File: src/rtl/dct2d_sequencer.sv
// Sequencer that computes an 8x8 2-D DCT with one combinational 8-point 1-D core:
// a row pass into a transpose buffer, then a column pass streamed out column-major.
module dct2d_sequencer #(
   parameter int N = 16
) (
   input  logic           clk,
   input  logic           reset,
   input  logic           in_valid,
   output logic           in_ready,
   input  logic [N-1:0]   in_data,
   output logic [8*N-1:0] core_in,
   input  logic [8*N-1:0] core_out,
   output logic           out_valid,
   input  logic           out_ready,
   output logic [N-1:0]   out_data,
   output logic           out_last,
   output logic           busy
);

   localparam logic [2:0] S_LOAD = 3'd0;
   localparam logic [2:0] S_RDRV = 3'd1;
   localparam logic [2:0] S_RCAP = 3'd2;
   localparam logic [2:0] S_CDRV = 3'd3;
   localparam logic [2:0] S_CCAP = 3'd4;
   localparam logic [2:0] S_EMIT = 3'd5;

   logic [2:0]   state;
   logic [2:0]   row;
   logic [2:0]   col;
   logic [2:0]   idx;
   logic [N-1:0] row_reg [8];
   logic [N-1:0] t       [8][8];
   logic [N-1:0] col_reg [8];

   logic in_fire;
   logic out_fire;

   assign in_fire  = in_valid & in_ready;
   assign out_fire = out_valid & out_ready;

   always_ff @(posedge clk) begin
      if (reset) begin
         state   <= S_LOAD;
         row     <= '0;
         col     <= '0;
         idx     <= '0;
         core_in <= '0;
         // NOTE: the transpose buffer is cleared with everything else so a block
         // aborted by reset can never leak half-written rows into a later block.
         for (int r = 0; r < 8; r++) begin
            row_reg[r] <= '0;
            col_reg[r] <= '0;
            for (int k = 0; k < 8; k++) t[r][k] <= '0;
         end
      end else begin
         // NOTE: all state here uses non-blocking assignments so every register
         // samples pre-edge values regardless of statement order.
         case (state)
            S_LOAD: begin
               if (in_fire) begin
                  row_reg[idx] <= in_data;
                  if (idx == 3'd7) begin
                     idx   <= '0;
                     state <= S_RDRV;
                  end else begin
                     idx <= idx + 3'd1;
                  end
               end
            end
            S_RDRV: begin
               for (int k = 0; k < 8; k++) core_in[(8-k)*N-1 -: N] <= row_reg[k];
               state <= S_RCAP;
            end
            S_RCAP: begin
               for (int k = 0; k < 8; k++) t[row][k] <= core_out[(8-k)*N-1 -: N];
               if (row == 3'd7) begin
                  row   <= '0;
                  col   <= '0;
                  state <= S_CDRV;
               end else begin
                  row   <= row + 3'd1;
                  state <= S_LOAD;
               end
            end
            S_CDRV: begin
               // Column read of the transpose buffer: element k comes from row k.
               for (int k = 0; k < 8; k++) core_in[(8-k)*N-1 -: N] <= t[k][col];
               state <= S_CCAP;
            end
            S_CCAP: begin
               for (int k = 0; k < 8; k++) col_reg[k] <= core_out[(8-k)*N-1 -: N];
               idx   <= '0;
               state <= S_EMIT;
            end
            S_EMIT: begin
               if (out_fire) begin
                  if (idx == 3'd7) begin
                     idx <= '0;
                     if (col == 3'd7) begin
                        col   <= '0;
                        state <= S_LOAD;
                     end else begin
                        col   <= col + 3'd1;
                        state <= S_CDRV;
                     end
                  end else begin
                     idx <= idx + 3'd1;
                  end
               end
            end
            default: state <= S_LOAD;
         endcase
      end
   end

   // NOTE: outputs are continuous assignments from registered state, so there is
   // no incomplete-branch combinational process that could infer a latch.
   assign in_ready  = (state == S_LOAD) & ~reset;
   assign out_valid = (state == S_EMIT);
   assign out_data  = out_valid ? col_reg[idx] : '0;
   assign out_last  = out_valid & (col == 3'd7) & (idx == 3'd7);
   assign busy      = (state != S_LOAD) | (row != 3'd0) | (idx != 3'd0);

endmodule

File: config.mk
export PLATFORM = sky130hd
export DESIGN_NAME = dct2d_sequencer
export DESIGN_NICKNAME = d
export VERILOG_FILES = /design/src/rtl/dct2d_sequencer.sv
export SDC_FILE = /design/constraint.sdc
export NUM_CORES = 2
export LEC_CHECK = 0
export ABC_AREA = 0
export CAP_MARGIN = 20
export CORE_MARGIN = 5
export CORE_UTILIZATION = 55
export DETAILED_ROUTE_END_ITERATION = 12
export HOLD_SLACK_MARGIN = 0.06
export PLACE_DENSITY = 0.74
export SKIP_LAST_GASP = 1
export SYNTH_ARGS = -nofsm -noshare
export SYNTH_HDL_FRONTEND = slang
export SYNTH_SLANG_ARGS = --single-unit
File: constraint.sdc
create_clock -name clk -period 15.5 [get_ports clk]
set_input_delay 3.1 -clock clk [delete_from_list [all_inputs] [get_ports clk]]
set_output_delay 3.1 -clock clk [all_outputs]
set_load 0.1 [all_outputs]
==> results.py <==
metrics = {
    "timing": {
        "final.setup.tns_ps": 0,
        "skew_ps": 27.8,
        "hold_viol": 0,
        "period_needed_ps": 7810,
        "slew_headroom_pct": 20.6,
        "worst_pin_slew_ps": 1190,
        "report.final.slew_viol_count": 0,
        "rsz0062_at_grt": "false",
        "max_freq_mhz": 128,
        "finalSetupViolations": 0,
        "post-route-period-util_pct": 50.4,
    },
    "die": {
        "die-area_um2": 120000,
        "die_x_um": 347,
        "core_area_um2": 112000,
        "die_h_um": 347,
        "io_pins": 296,
        "initial_core_util_pct": 55.4,
        "num_rows": 123,
    },
    "clock_tree": {
        "cts_hold_buffers": 0,
        "postCtsResizedCells": 0,
        "cts_setup_buffers": 0,
        "clock_path_buffers": 3,
        "cts_tree": "yes",
        "root_buffer": "clkbuf_16",
        "cts_sinks": 1423,
        "htreeDepth": 4,
        "cts-buffers-inserted": 145,
        "clkTransAtPathRegs_ps": 60,
        "clock_latency_ps": 750,
    },
    "grt": {
        "met2_usage_pct": 47.8,
        "grt_pass1_vias": 36708,
        "grt.busiest_layer": "met2",
        "grt_usage_pct": 31.2,
        "antenna_found_initial": 50,
        "grt_pass1_wl_mm": 268,
        "grt_overflow": 0,
        "grt_util_met1_pct": 43.2,
        "grt_util_met3_pct": 7.20,
        "grt_max_degree": 130,
    },
    "pwr": {
        "p_clk_share_pct": 42.2,
        "netSwitchingPower_uw": 1740,
        "combinationalPowerShare_pct": 4.2,
        "p_per_area_nw_per_um2": 113,
        "p_int_uw": 6310,
        "p_leak_uw": 0.0249,
        "p_sw_share_pct": 21.7,
        "p_seq_share_pct": 53.7,
        "peakVddDrop_mv": 0.100,
    },
    "layout": {
        "largest_register_ffs": 1024,
        "fillers": 8148,
        "fin_util_pct": 63.2,
        "nets": 4848,
        "area_growth_syn_to_layout_pct": 14.1,
        "layout-drive-gt1-share_pct": 7.07,
    },
    "setup_path": {
        "r2r-start": "col[0]$_SDFFE_PP0P_",
        "worstPathMaxFanout": 38,
        "timing.rr.end": "core_in[81]$_SDFFE_PP0P_",
        "critPathKind": "primary input to primary output",
        "critPathLaunchType": "primary input",
        "crit_path_end_kind": "primary output",
        "crit_path_end": "in_ready",
        "crit_start": "reset",
        "r2r_slack_ps": 10400,
        "crit_required_ps": 12400,
        "worstPathArrival_ps": 4710,
        "worst_r2r_path_depth": 7,
    },
    "synthesis": {
        "synth.top_cell.area_share_pct": 61.7,
        "synth_top_flop_cell": "edfxtp_1",
        "synthDistinctLibCells": 40,
        "yosysTopAreaCell": "edfxtp_1",
        "yosys_warnings": 0,
        "syn_inst": 4515,
        "syn_area_um2": 62300,
        "ys_ff_latch": 1423,
        "synth-edff-count": 1280,
        "ys_seq_area_share_pct": 66.3,
        "synthArstFlopShare_pct": 0,
        "synthTopCellsByArea": "edfxtp_1 62%, and2_1 13%, mux2i_1 8.6%",
        "syn_avg_cell_area_um2": 13.8,
        "synth_nets": 4671,
    },
    "routing": {
        "wl_per_cell_um": 30.3,
        "postRouteAntennaNets": 0,
        "num_vias": 39206,
        "drc": 0,
        "first_pass_iters": 8,
        "totalWireLength_mm": 192,
        "first_iter_violations": 5669,
        "vias_per_cell": 6.20,
    },
    "placed_design": {
        "io_buffer_count": 295,
        "dp_hpwl_mm": 124,
        "place_congestion": 0.900,
    },
    "hold_path": {
        "hold_path.class": "flop to flop",
        "hp-start": "core_in[89]$_SDFFE_PP0P_",
    },
    "flow_run": {
        "cap_violations": 0,
    },
    "outcome": {
        "status": "complete, no violations",
    },
}
## worst min-delay path by stage
| stage | endpoint | slack [ps] | cells after the start |
|---|---|---|---|
| after global placement | core_in[80]$_SDFFE_PP0P_ | 490 | 2 |
| final | core_in[89]$_SDFFE_PP0P_ | 500 | 2 |
| after detailed placement | core_in[85]$_SDFFE_PP0P_ | 500 | 2 |
| after CTS | core_in[85]$_SDFFE_PP0P_ | 510 | 2 |
| after floorplan | flop | 490 | 2 |
| after global routing | core_in[89]$_SDFFE_PP0P_ | 530 | 2 |
## kinds of logic (layout without fill, tap and decap cells)
logic type	after synthesis	after routing	synth area share, %
DFF	1423	1423	66.3
buffers and inverters	344	637	2.45
and+or+nand+nor	1656	1656	16.1
muxes	569	569	9.78
AOI/OAI and AO/OA	515	515	5.20
adders and majority gates	8	8	0.161
other	0	16	0
## layout by cell type, fill, tap and decap left out, types with 8 or more instances in the layout
| master | Yosys | final |
|---|---|---|
| edfxtp_1 | 1280 | 1280 |
| and2_1 | 1249 | 1248 |
| mux2i_1 | 537 | 537 |
| clkdlybuf4s50_1 | 0 | 294 |
| a22oi_1 | 256 | 256 |
| clkbuf_16 | 0 | 150 |
| dfxtp_1 | 143 | 140 |
| a21oi_1 | 134 | 134 |
| nand3_1 | 106 | 106 |
| and3_1 | 105 | 105 |
| o21ai_0 | 117 | 105 |
| buf_4 | 7 | 64 |
| nor2_1 | 67 | 58 |
| clkbuf_1 | 147 | 35 |
| nor2b_1 | 37 | 34 |
| mux4_2 | 32 | 32 |
| clkinv_1 | 1 | 28 |
| nor3_1 | 27 | 27 |
| nor4_1 | 26 | 26 |
| clkinv_2 | 0 | 19 |
| diode_2 | 0 | 16 |
| nand2_1 | 17 | 15 |
| nor2_4 | 0 | 9 |
| ha_1 | 8 | 8 |
| clkbuf_8 | 0 | 8 |
## cells in the mapped netlist (32+ instances only)
master    instances
edfxtp_1       1280
clkbuf_1        147
and3_1          105
nand3_1         106
clkbuf_2         72
dfxtp_1         143
and2_1         1249
mux4_2           32
mux2i_1         537
o21ai_0         117
nor2b_1          37
buf_2            93
a22oi_1         256
a21oi_1         134
nor2_1           67
## critical path, stage by stage
cell and delay (ps):
buf_6 180, nor4_1 230, clkdlybuf4s50_1 1190
## per-layer routing
metal | routed length [um] | up-vias
met4 | 9400 | 8
met5 | 47 | -
met2 | 87600 | 2396
met1 | 72200 | 19632
met3 | 22400 | 355
li1 | - | 16815
## power by group through the flow
stage	combinational, uW	clock, uW	sequential, uW
6_report	335	3400	4320
5_1_grt	344	3570	4330
4_1_cts	329	3420	4320
3_5_place_dp	327	0	4400
3_3_place_gp	323	0	4400
2_1_floorplan	119	0	4430
## per-stage QoR
| stage | std cells | setup WS, ps | power (uW) | hold WS, ps | cell area [um^2] |
|---|---|---|---|---|---|
| 6_report | 6324 | 7690 | 8050 | 504 | 71100 |
| 5_1_grt | 6309 | 7570 | 8240 | 526 | 71000 |
| 4_1_cts | 6305 | 7660 | 8070 | 506 | 71000 |
| 3_5_place_dp | 6042 | 7660 | 4730 | 497 | 66400 |
| 3_3_place_gp | 6041 | 7730 | 4720 | 492 | 66400 |
| 2_1_floorplan | 4515 | 2140 | 4550 | 490 | 62300 |
## cell type report
type	count	area, um^2	share of cell area, %
multi-input cells	2748	19700	27.7
diodes	16	40.0	0.0563
inverters	9	33.8	0.0475
flip-flops and latches	1423	41300	58.1
well taps	1500	1880	2.64
clock inverters	70	596	0.838
clock buffers	193	4000	5.62
repair buffers	365	3560	5.01
Note: power is estimated with default switching activity, not from simulation.
